### config.mk
export PLATFORM = sky130hd
export DESIGN_NAME = pll_supervisor
export DESIGN_NICKNAME = d
export VERILOG_FILES = /design/src/rtl/pll_supervisor.sv
export SDC_FILE = /design/constraint.sdc
export NUM_CORES = 1
export LEC_CHECK = 0
export ABC_CLOCK_PERIOD_IN_PS = 2470
export CORE_AREA = 3 3 62 64
export DETAILED_ROUTE_END_ITERATION = 10
export DIE_AREA = 0 0 65 67
export PLACE_DENSITY = 0.69
export SLEW_MARGIN = 20
export SYNTH_ARGS = -nofsm -noshare
export SYNTH_HDL_FRONTEND = slang
export SYNTH_SLANG_ARGS = --single-unit
### constraint.sdc
create_clock -name clock_in -period 2.47 [get_ports clock_in]
set_clock_uncertainty 0.05 [all_clocks]
set_input_delay 0.494 -clock clock_in [delete_from_list [all_inputs] [get_ports clock_in]]
set_output_delay 0.494 -clock clock_in [all_outputs]
set_load 0.03 [all_outputs]
### src/rtl/pll_supervisor.sv
// pll_supervisor: sequences the PLL reset and qualifies its lock flag.
// It releases downstream logic only after the synchronised lock has stayed
// high for a full stability window. It re-resets the PLL when lock takes too
// long to appear, and goes back to waiting for lock when lock is lost in RUN.
// Lock timeouts and lock losses are counted for debug.
module pll_supervisor #(
  parameter int unsigned RST_CYCLES    = 16,
  parameter int unsigned LOCK_TIMEOUT  = 100000,
  parameter int unsigned STABLE_CYCLES = 1024,
  parameter int unsigned CNT_W         = 20
) (
  input  logic       clock_in,
  input  logic       resetb,
  input  logic       locked,
  input  logic       restart,
  output logic       pll_resetb,
  output logic       sys_resetb,
  output logic       ready,
  output logic [3:0] timeout_count,
  output logic [3:0] loss_count
);

  typedef enum logic [1:0] {
    ST_PLL_RST   = 2'd0,
    ST_WAIT_LOCK = 2'd1,
    ST_STABLE    = 2'd2,
    ST_RUN       = 2'd3
  } state_t;

  localparam logic [CNT_W-1:0] RST_LAST    = CNT_W'(RST_CYCLES - 1);
  localparam logic [CNT_W-1:0] TIMEOUT_LAST = CNT_W'(LOCK_TIMEOUT - 1);
  localparam logic [CNT_W-1:0] STABLE_LAST = CNT_W'(STABLE_CYCLES - 1);
  localparam logic [CNT_W-1:0] CNT_ZERO    = {CNT_W{1'b0}};
  localparam logic [CNT_W-1:0] CNT_ONE     = {{(CNT_W-1){1'b0}}, 1'b1};

  // Saturating 4-bit event counter step; holds at 15.
  function automatic logic [3:0] sat_inc4(input logic [3:0] v, input logic en);
    logic [3:0] r;
    if (en && (v != 4'd15)) begin
      r = v + 4'd1;
    end else begin
      r = v;
    end
    return r;
  endfunction

  state_t           state_q, state_d;
  logic [CNT_W-1:0] cnt_q, cnt_d;
  logic             sync1_q, sync2_q;
  logic             lock_s;
  logic             timeout_ev_d, loss_ev_d;
  logic [3:0]       timeout_count_q, loss_count_q;
  logic             pll_resetb_q, pll_resetb_d;
  logic             sys_resetb_q, sys_resetb_d;
  logic             ready_q, ready_d;

  // Two-flop synchroniser bringing the asynchronous lock flag into clock_in.
  always_ff @(posedge clock_in or negedge resetb) begin
    if (!resetb) begin
      sync1_q <= 1'b0;
      sync2_q <= 1'b0;
    end else begin
      sync1_q <= locked;
      sync2_q <= sync1_q;
    end
  end

  assign lock_s = sync2_q;

  // State register and the shared phase counter.
  always_ff @(posedge clock_in or negedge resetb) begin
    if (!resetb) begin
      state_q <= ST_PLL_RST;
      cnt_q   <= CNT_ZERO;
    end else begin
      state_q <= state_d;
      cnt_q   <= cnt_d;
    end
  end

  // Next-state logic. The counter restarts from zero on every state change,
  // and a restart request overrides everything, including event counting.
  always_comb begin
    state_d      = state_q;
    cnt_d        = cnt_q;
    timeout_ev_d = 1'b0;
    loss_ev_d    = 1'b0;
    if (restart) begin
      state_d = ST_PLL_RST;
      cnt_d   = CNT_ZERO;
    end else begin
      case (state_q)
        ST_PLL_RST: begin
          if (cnt_q == RST_LAST) begin
            state_d = ST_WAIT_LOCK;
            cnt_d   = CNT_ZERO;
          end else begin
            cnt_d = cnt_q + CNT_ONE;
          end
        end
        ST_WAIT_LOCK: begin
          if (lock_s) begin
            state_d = ST_STABLE;
            cnt_d   = CNT_ZERO;
          end else if (cnt_q == TIMEOUT_LAST) begin
            state_d      = ST_PLL_RST;
            cnt_d        = CNT_ZERO;
            timeout_ev_d = 1'b1;
          end else begin
            cnt_d = cnt_q + CNT_ONE;
          end
        end
        ST_STABLE: begin
          if (!lock_s) begin
            state_d = ST_WAIT_LOCK;
            cnt_d   = CNT_ZERO;
          end else if (cnt_q == STABLE_LAST) begin
            state_d = ST_RUN;
            cnt_d   = CNT_ZERO;
          end else begin
            cnt_d = cnt_q + CNT_ONE;
          end
        end
        ST_RUN: begin
          // Lock loss goes back to waiting; the PLL itself is left running.
          if (!lock_s) begin
            state_d   = ST_WAIT_LOCK;
            loss_ev_d = 1'b1;
          end else begin
            state_d = ST_RUN;
          end
          cnt_d = CNT_ZERO;
        end
        default: begin
          state_d = ST_PLL_RST;
          cnt_d   = CNT_ZERO;
        end
      endcase
    end
  end

  // Output decode from the next state so outputs move with the transition.
  always_comb begin
    pll_resetb_d = (state_d != ST_PLL_RST);
    sys_resetb_d = (state_d == ST_RUN);
    ready_d      = (state_d == ST_RUN);
  end

  // Registered outputs.
  always_ff @(posedge clock_in or negedge resetb) begin
    if (!resetb) begin
      pll_resetb_q <= 1'b0;
      sys_resetb_q <= 1'b0;
      ready_q      <= 1'b0;
    end else begin
      pll_resetb_q <= pll_resetb_d;
      sys_resetb_q <= sys_resetb_d;
      ready_q      <= ready_d;
    end
  end

  // Debug event counters; cleared only by the asynchronous reset.
  always_ff @(posedge clock_in or negedge resetb) begin
    if (!resetb) begin
      timeout_count_q <= 4'd0;
      loss_count_q    <= 4'd0;
    end else begin
      timeout_count_q <= sat_inc4(timeout_count_q, timeout_ev_d);
      loss_count_q    <= sat_inc4(loss_count_q, loss_ev_d);
    end
  end

  assign pll_resetb    = pll_resetb_q;
  assign sys_resetb    = sys_resetb_q;
  assign ready         = ready_q;
  assign timeout_count = timeout_count_q;
  assign loss_count    = loss_count_q;

endmodule

==> results of run 1 <==
## final cells by class
type | count | area, sq um | share of cell area (%)
sequential | 34 | 851 | 40.6
clock buffer | 7 | 55.1 | 2.63
multi-input combinational | 118 | 798 | 38.1
timing repair buffer | 34 | 315 | 15.1
clock inverter | 1 | 5.00 | 0.239
inverter | 3 | 11.3 | 0.538
tap | 46 | 57.6 | 2.75
## cells in the mapped netlist (3+ instances only)
| cell | number | share of area [%] |
|---|---|---|
| sky130_fd_sc_hd__dfrtp_1 | 34 | 52 |
| sky130_fd_sc_hd__nor2_1 | 28 | 6.4 |
| sky130_fd_sc_hd__nand3_1 | 12 | 3.6 |
| sky130_fd_sc_hd__xor2_1 | 12 | 6.4 |
| sky130_fd_sc_hd__xnor2_1 | 11 | 5.9 |
| sky130_fd_sc_hd__nand2_1 | 9 | 2.1 |
| sky130_fd_sc_hd__nand4_1 | 6 | 2.3 |
| sky130_fd_sc_hd__a21oi_1 | 4 | 1.2 |
| sky130_fd_sc_hd__nor4_1 | 4 | 1.5 |
| sky130_fd_sc_hd__and4_1 | 3 | 1.6 |
| sky130_fd_sc_hd__buf_4 | 3 | 1.4 |
| sky130_fd_sc_hd__ha_1 | 3 | 2.3 |
| sky130_fd_sc_hd__inv_1 | 3 | 0.68 |
| sky130_fd_sc_hd__nor3_1 | 3 | 0.91 |
## state kept, by name, summed over array words and instances, names as in the netlist
name,count
ready,1
timeout_count,4
sync1_q,1
loss_count,4
cnt_q,20
lock_s,1
pll_resetb,1
state_q,2
## metal layers
layer	track usage [%]	vias to the layer above	part of all wire, %
met3	5.73	8	4.5
met2	28.7	30	50
met1	22.6	638	44
met4	8.71	0	1.5
met5	0	-	0
li1	-	627	-
## stage by stage
| step | util, % | power, mW | setup slack [ns] | std cells | setup TNS (ns) |
|---|---|---|---|---|---|
| detailed placement | 58.6 | 0.622 | -0.405 | 232 | -7.23 |
| finish | 62.7 | 0.938 | 0.204 | 243 | 0 |
| CTS | 61.4 | 0.946 | 0.0490 | 241 | 0 |
| global placement | 58.6 | 0.619 | -0.246 | 232 | -4.76 |
| floorplan | - | 0.594 | 0.450 | 157 | 0 |
| global route | 62.7 | 0.981 | 0.0212 | 243 | 0 |
## logic make-up (layout without fill, tap and decap cells)
family                     after synthesis  after routing  synth area share, %
DFF                                     34             34                 51.7
AOI/OAI and AO/OA                       10             11                 4.86
xor gates and xnor gates                23             23                 12.2
adders and majority gates                3              3                 2.28
and+or+nand+nor                         79             79                 25.5
muxes                                    2              2                 1.37
buffers and inverters                    6             45                 2.05
## timing repair
| item | 4_1_cts | 5_1_grt |
|---|---|---|
| cloned | 1 | 0 |
| buffers inserted | 0 | 2 |
| pin swaps | 1 | 2 |
| setup endpoints to repair | 20 | 19 |
| resized for setup | 3 | 1 |
## worst max-delay path, delay by kind of cell (launching register included)
| kind | cells | cell delay, ns |
|---|---|---|
| AOI/OAI and AO/OA | 2 | 0.51 |
| buffers and inverters | 1 | 0.18 |
| DFF | 1 | 0.42 |
| and+or+nand+nor | 3 | 1.06 |
## power by group
part,total [mW],switching (mW),internal [mW]
clock network,0.315,0.177,0.138
registers,0.567,0.00423,0.562
logic,0.0561,0.0290,0.0271
## how the worst max path moves through the flow
| stage | start | endpoint | slack (ns) | depth (start not counted) |
|---|---|---|---|---|
| 2_1_floorplan | cnt_q[17] | cnt_q[10] | 0.45 | 6 |
| 3_3_place_gp | cnt_q[17] | cnt_q[7] | -0.25 | 5 |
| 3_5_place_dp | cnt_q[17] | cnt_q[14] | -0.41 | 5 |
| 4_1_cts | cnt_q[17] | cnt_q[14] | 0.05 | 5 |
| 5_1_grt | cnt_q[17] | pll_resetb | 0.02 | 6 |
| 6_report | cnt_q[17] | pll_resetb | 0.20 | 6 |
==> parameters.txt, run 1 <==
Parameter                              Value

Status
  Run status ... finished, final reports clean

Synthesis
  Synth async-reset ratio ... 100%
  Count of different cell masters after synthesis ... 32
  Sequential share of the synthesized area ... 51.7%
  Prevailing post-synth register cell ... sky130_fd_sc_hd__dfrtp_1
  Synthesis warning total ... 0
  Mapped cell area ... 1650 sq um
  Post-synth EDFFs ... 0
  Flip-flop and latch count after synthesis ... 34
  Net count after synthesis ... 164
  Count of mapped cells out of synthesis ... about 160
  Post-Synthesis Mean Instance Area ... 10.5 sq um

Setup path
  Library cell contributing the largest single delay on the critical path ... sky130_fd_sc_hd__or4_4
  Launch instance of the worst register-to-register path ... cnt_q[17]
  Setup crit start kind ... register
  Register-to-register path setup slack ... 0.20 ns
  Terminus of the critical flop-to-flop path ... pll_resetb
  Arrival time at the worst endpoint ... 2.50 ns
  Critical Path Sink Type ... register
  Cell breakdown of the critical path ... or4_4 > nor4_1 > a21oi_2 > buf_4 > a2111oi_2 > or2_1
  Slowest stage delay, CP ... between 0.5 and 0.6 ns
  Start-to-end type of the worst setup path ... register to register
  Required time reported for the critical path endpoint ... 2.70 ns
  Top fanout value on the critical path ... 3
  Reg2Reg Depth ... 6

Placement
  GP Congestion ... ~0.83
  Post-Place Cell Area ... 1960 sq um
  Estimated wirelength of the detail-placed design ... ~2400 microns
  Number of input and output port buffers inserted ... 14

Floorplanning
  Number of I/O pins ... 15
  # rows ... 21
  Die width ... 65 microns
  Die outline height ... around 67 microns
  Starting Density ... approximately half
  Core area ... 3340 sq um
  Die area ... about 4400 sq um

Layout
  Final cell area excluding filler cells ... 2090 sq um
  Number of diodes ... 0
  Most frequent standard cell in the layout excluding fill and tap cells ... sky130_fd_sc_hd__dfrtp_1
  Final layout net count ... 203
  Filler Cells Inserted ... 297
  Area overhead of the layout relative to synthesis ... 27.1%
  Layout cell share with drive strength beyond 1 ... 20.3%
  Commonest non-fill, non-tap cells in the layout ... sky130_fd_sc_hd__dfrtp_1 (34), sky130_fd_sc_hd__nor2_1 (28), sky130_fd_sc_hd__buf_4 (18), sky130_fd_sc_hd__clkdlybuf4s50_1 (14)

Min path
  Hold-critical path endpoint ... lock_s
  Hold_sp ... sync1_q
  HP Class ... register to register
  Cells on Worst Hold Path ... 0

Timing
  Worst max-slew margin expressed relative to the limit ... 45.3%
  Final hold violation count ... 0
  RSZ-0062 raised after global routing ... false
  Number of max-slew violations in the final report ... 0
  Period utilisation layout ... 91.7%
  Least-Margin Pin Slew ... 0.818 ns
  Fin crit period ... 2.27 ns
  Achievable frequency ... 0.441 GHz
  Hold Worst Slack ... 0.317 ns
  Setup-failing EPs final ... 0

Global routing
  Total track usage ... a little under a fifth
  Overflow left after global routing ... 0
  Via count of the first global-routing pass ... 1,333
  Wire length of the first global-routing pass ... 6020 microns
  Maximum number of pins on one net before global-route repair ... 35
  Initial antenna violation count ... 0

CTS
  Maximum buffer depth of the clock tree ... 2
  Number of sinks on the clock net ... 34
  Clock root cell ... sky130_fd_sc_hd__clkbuf_4
  Reg clk slew, reported paths ... 0.10 ns
  Number of H-tree levels ... 2
  Hold-fix buffers, CTS ... 0
  CTS Buf Count ... 5
  Clock Latency Late Sink ... 0.33 ns
  Clock tree from TritonCTS ... built

Job
  # Max-Cap Violations ... 0

Power
  Max VDD drop ... between 400 and 500 uV
  Static leakage power ... 0.916 nW
  Power density over cell area ... between 400 and 500 nW/um^2

Routing
  Count of antenna-violating nets left after detailed routing ... 0
  Count of TritonRoute iterations in the first routing pass ... 4
  Via-per-instance ratio ... 5.36
  DRC marker count from the first detailed-route iteration ... 41
  Final Routed Wirelength ... 3500 microns
  Average wire length per cell after detail routing ... 14.4 microns
  Vias ... 1,303
  Post-detailed-route DRC marker count ... 0
Power figures use the tool's default switching activity.
==> inputs of run 2 (changes only) <==
--- a/config.mk
+++ b/config.mk
@@ -6,6 +6,7 @@
 export NUM_CORES = 1
 export LEC_CHECK = 0
 export ABC_CLOCK_PERIOD_IN_PS = 2470
+export CAP_MARGIN = 20
 export CORE_AREA = 3 3 62 64
 export DETAILED_ROUTE_END_ITERATION = 10
 export DIE_AREA = 0 0 65 67
==> parameters.txt, run 2 (same netlist as run 1, synthesis figures left out) <==
Parameter                              Value

Global routing
  Wire length of the first global-routing pass ... 5760 microns (was 6020 microns)
  Initial antenna violation count ... 0 (unchanged)
  Total track usage ... 17.7% (was 18.2%)
  Maximum number of pins on one net before global-route repair ... 35 (unchanged)
  Via count of the first global-routing pass ... 1,344 (was 1,333)
  Overflow left after global routing ... 0 (unchanged)

Power
  Power density over cell area ... 450 nW/um^2 (was 448 nW/um^2)
  Fraction of power spent switching nets ... 22.2% (was 22.4%)
  Cell internal pwr ... 712 uW (was 727 uW)
  Relative contribution of combinational cells to total power ... 5.3% (was 6.0%)
  Max VDD drop ... 314 uV (was 439 uV)
  Part of the total power dissipated in sequential elements ... 61.8% (was 60.4%)
  Proportion of power drawn by the clock network ... 32.9% (was 33.6%)
  Sw Pwr ... 204 uW (was 211 uW)
  Static leakage power ... 0.899 nW (was 0.916 nW)

CTS
  Number of sinks on the clock net ... 34 (unchanged)
  Maximum buffer depth of the clock tree ... 2 (unchanged)
  Clock root cell ... sky130_fd_sc_hd__clkbuf_4 (unchanged)
  Clock Latency Late Sink ... 0.34 ns (was 0.33 ns)
  Clock tree from TritonCTS ... built (unchanged)
  Reg clk slew, reported paths ... 0.09 ns (was 0.10 ns)
  Hold-fix buffers, CTS ... 0 (unchanged)
  CTS Buf Count ... 5 (unchanged)
  Number of H-tree levels ... 2 (unchanged)

Setup path
  Library cell contributing the largest single delay on the critical path ... sky130_fd_sc_hd__or4_4 (unchanged)
  Critical Path Sink Type ... register (unchanged)
  Cell breakdown of the critical path ... or4_4 > nor4_4 > a2111oi_1 > a211oi_4 > buf_4 > nor2_1 (was or4_4 > nor4_1 > a21oi_2 > buf_4 > a2111oi_2 > or2_1)
  Top fanout value on the critical path ... 13 (was 3)
  Required time reported for the critical path endpoint ... 2.65 ns (was 2.70 ns)
  Slowest stage delay, CP ... 0.57 ns (about the same)
  Setup crit start kind ... register (unchanged)
  Arrival time at the worst endpoint ... 2.46 ns (was 2.50 ns)
  Start-to-end type of the worst setup path ... register to register (unchanged)

Timing
  Achievable frequency ... 0.439 GHz (was 0.441 GHz)
  Final worst setup slack ... 0.194 ns (was 0.204 ns)
  Period utilisation layout ... 92.1% (was 91.7%)
  Final hold violation count ... 0 (unchanged)
  Worst max-slew margin expressed relative to the limit ... 57.1% (was 45.3%)
  Setup-failing EPs final ... 0 (unchanged)
  Number of max-slew violations in the final report ... 0 (unchanged)
  RSZ-0062 raised after global routing ... false (unchanged)
  Fin crit period ... 2.28 ns (was 2.27 ns)
  Setup TNS ... 0 ns (unchanged)
  Least-Margin Pin Slew ... 0.642 ns (was 0.818 ns)

Layout
  Number of diodes ... 0 (unchanged)
  Final layout net count ... 203 (unchanged)
  Area taken by multi-input logic gates ... 769 sq um (was 798 sq um)
  Commonest non-fill, non-tap cells in the layout ... sky130_fd_sc_hd__dfrtp_1 (34), sky130_fd_sc_hd__nor2_1 (28), sky130_fd_sc_hd__buf_4 (21), sky130_fd_sc_hd__clkdlybuf4s50_1 (14) (was sky130_fd_sc_hd__dfrtp_1 (34), sky130_fd_sc_hd__nor2_1 (28), sky130_fd_sc_hd__buf_4 (18), sky130_fd_sc_hd__clkdlybuf4s50_1 (14))
  Most frequent standard cell in the layout excluding fill and tap cells ... sky130_fd_sc_hd__dfrtp_1 (unchanged)
  Register with the most flip-flops ... cnt_q (unchanged)
  Area overhead of the layout relative to synthesis ... 23.8% (was 27.1%)
  Max reg flops ... 20 (unchanged)
  Layout cell share with drive strength beyond 1 ... 19.0% (was 20.3%)
  Final cell area excluding filler cells ... 2040 sq um (was 2090 sq um)
  Storage element area ... 851 sq um (unchanged)
  Filler Cells Inserted ... 290 (was 297)

Placement
  Post-Place Cell Area ... 1960 sq um (about the same)
  Dpl ws ... -0.0524 ns (was -0.405 ns)
  Number of input and output port buffers inserted ... 14 (unchanged)
  GP Congestion ... 0.831 (unchanged)
  Estimated wirelength of the detail-placed design ... 2420 microns (about the same)

Min path
  HP Class ... register to register (unchanged)

Floorplanning
  Core area ... 3340 sq um (unchanged)
  Starting Density ... 49.3% (unchanged)
  Die width ... 65 microns (unchanged)
  # rows ... 21 (unchanged)
  Number of I/O pins ... 15 (unchanged)
  Die outline height ... 67 microns (unchanged)
  Die area ... 4360 sq um (unchanged)

Routing
  Average wire length per cell after detail routing ... 13.8 microns (was 14.4 microns)
  Vias ... 1,313 (was 1,303)
  Count of antenna-violating nets left after detailed routing ... 0 (unchanged)
  Final Routed Wirelength ... 3320 microns (was 3500 microns)
  Via-per-instance ratio ... 5.45 (was 5.36)
  Count of TritonRoute iterations in the first routing pass ... 4 (unchanged)
  DRC marker count from the first detailed-route iteration ... 49 (was 41)
  Post-detailed-route DRC marker count ... 0 (unchanged)

Job
  # Max-Cap Violations ... 0 (unchanged)

Status
  Run status ... finished, final reports clean (unchanged)
## run 2: cell types whose count changed in the layout (fill, tap and decap cells not counted), sizes merged
cell	change
a211oi	-1
buf	+1
clkbuf	-1
clkinv	-1
## run 2: power by group through the flow
stage	clock network (mW)	logic [mW]	registers (mW)
after CTS	0.312	0.0470	0.566
after global placement	0	0.0424	0.577
after global routing	0.334	0.0547	0.567
after floorplan	0	0.0158	0.578
after detailed placement	0	0.0460	0.577
final	0.302	0.0484	0.566
## run 2: area by class of cell
class | count | area share, %
multi-input combinational | 117 | 37.8
timing repair buffer | 35 | 14.6
sequential | 34 | 41.7
clock buffer | 6 | 2.52
tap | 46 | 2.82
inverter | 3 | 0.552
## run 2: path summary, 6_finish.rpt
kind | slack (ns) | to | cells after the start | start
min reg2reg | 0.31 | lock_s | 0 | sync1_q
max reg2reg | 0.19 | cnt_q[14] | 6 | cnt_q[17]
max | 0.19 | cnt_q[14] | 6 | cnt_q[17]
min | 0.31 | lock_s | 0 | sync1_q
max in group asynchronous | 1.56 | loss_count[0] | 2 | resetb
min in group asynchronous | 0.49 | cnt_q[18] | 2 | resetb
## run 2: timing repair
action                                  4_1_cts  5_1_grt
pin swaps                                     1        1
setup buffers                                 0        2
resized for setup                             1        0
endpoints found under the hold margin         0        0
endpoints found under the setup margin       13       13
## run 2: critical path, delay by kind of cell (launching register included)
kind	cells	cell delay, ns
AND/OR/NAND/NOR	3	0.99
buffers and inverters	1	0.24
flip-flops	1	0.42
AO/OA/AOI/OAI	2	0.47
## run 2: metrics by stage
step / total power, mW / util [%] / cells / hold WS, ns
detailed placement: 0.623 / 58.9 / 233 / 0.293
global route: 0.956 / 61.1 / 241 / 0.330
global placement: 0.619 / 58.6 / 232 / 0.286
floorplan: 0.594 / - / 157 / 0.148
CTS: 0.925 / 60.6 / 239 / 0.315
finish: 0.916 / 61.1 / 241 / 0.311
## run 2: routing by layer
| layer | share of wire, % | track usage (%) |
|---|---|---|
| met1 | 42 | 19.8 |
| met4 | 2.3 | 10.0 |
| met3 | 4.1 | 4.55 |
| met5 | 0 | 0 |
| met2 | 52 | 30.4 |
==> variant: new RTL, config.mk and constraints of run 1 <==
Set the parameter `CNT_W` to 16 (it was 20).
--- a/src/rtl/pll_supervisor.sv
+++ b/src/rtl/pll_supervisor.sv
@@ -7,7 +7,7 @@
   parameter int unsigned RST_CYCLES    = 16,
   parameter int unsigned LOCK_TIMEOUT  = 100000,
   parameter int unsigned STABLE_CYCLES = 1024,
-  parameter int unsigned CNT_W         = 20
+  parameter int unsigned CNT_W         = 16
 ) (
   input  logic       clock_in,
   input  logic       resetb,
Formal check against the unedited RTL: same outputs for any inputs over 10 cycles, from zero or initial values and one cycle with resetb low; that may be too few to reach the edited logic, so the function may still have changed.
==> variant against run 1 <==
  * Total power decreased by 9.4%
  * Synthesized area grew 0.76%
  * Fmax up 6.6%
  * First-iteration DRC count is 44% lower
  * Final cell count fell by 14%
  * Sequential cell count decreased by 4
  * Highest routed layer unchanged
  * Worst setup slack improved by 0.14 ns
  * Non-clock buffer count is 16 lower
  * Design area is 9.6% lower
  * Routed wire length fell by 12%
==> variant: results (changes against run 1) <==
Run status
  – Status: completed

Power
  – Int Power: 648 uW (-11%)
  – P_leak: 0.810 nW (-12%)
  – Switching share of power: 23.7% (+1.2 points)
  – Peak supply drop: 223 uV (-49%)

Worst setup path
  – Capture point of the worst reg-to-reg path: cnt_q[7]$_DFF_PN0_
  – Crit Path Max Fanout: 9 (+6)
  – Slowest CP cell: dfrtp_1
  – FF-to-FF setup slack: 0.35 ns (+0.14 ns)
  – Critical Path Max Stage Delay: 0.45 ns (-0.12 ns)

Drt
  – WL per Instance: 14.9 microns (+3.0%)
  – Routed wl met2: 1470 microns (-15%)
  – Initial DRC Count: 23 (-44%)
  – DRT Pass-1 Iters: 3 (-1)

Synth
  – Adder and majority cell fraction of the synthesized area: 2.26% (-0.017 points)
  – Synth Area in Compound Gates: 14.8% (+9.9 points)
  – Top cells by area, synth: dfrtp_1, a211oi_2, xnor2_1
  – Count of cell types in the netlist: 39 (+22%)
  – Mean Syn Cell Area: 11.6 sq um (+11%)
  – Post-synthesis sequential area ratio: 45.2% (-6.4 points)
  – Net Count, Synth: 150 (-8.5%)
  – Post-Synthesis Cell Area: 0.00166 sq mm (+0.76%)

Final layout
  – Multi-input gate area: 818 sq um (+2.5%)
  – Multi-input gates: 101 (-14%)
  – Fill count: 307 (+3.4%)
  – Share of layout cells above drive strength 1: 21.0% (+0.68 points)
  – Max FFs per register: 16 (-20%)
  – Seq area share: 39.7% (-0.96 points)
  – Fraction of area in multi-input gates: 43.3% (+5.1 points)
  – Clk_buf instances: 6 (-1)
  – Bufs w/o clock: 18 (-47%)

Placement
  – Placed instance count: 200 (-14%)
  – Placer Congestion: 0.863 (+3.9%)

Global routing
  – Vias in the first global route: 1174 (-12%)
  – Largest net degree at the start of global routing: 31 (-11%)
  – Met1 usage: 20.6% (-2.0 points)
  – Met2 Resource Use GR: 28.6% (-0.13 points)
  – First-pass GRT wire length: 5600 microns (-6.9%)
  – Met3 track demand over resource: 5.90% (+0.17 points)

STA
  – Post-Route Hold Slack: 0.322 ns (+0.00467 ns)

Clock network
  – # resized after CTS: 0 (-3)
==> variant: cell count changes after synthesis, sizes merged, moves of 4 or more <==
cell and delta:
a211oi +13, dfrtp -4, nor2 -22, xor2 -4
==> variant: worst max path at each step <==
stage,startpoint,end,slack [ns],depth (start not counted)
after floorplan,cnt_q[0]$_DFF_PN0_,timeout_count[1]$_DFFE_PN0P_,0.72,6
after global placement,cnt_q[0]$_DFF_PN0_,cnt_q[15]$_DFF_PN0_,0.46,6
after detailed placement,cnt_q[0]$_DFF_PN0_,cnt_q[15]$_DFF_PN0_,0.40,6
after CTS,cnt_q[0]$_DFF_PN0_,cnt_q[8]$_DFF_PN0_,0.37,6
after global routing,cnt_q[0]$_DFF_PN0_,cnt_q[15]$_DFF_PN0_,0.21,6
final,cnt_q[0]$_DFF_PN0_,cnt_q[7]$_DFF_PN0_,0.35,6
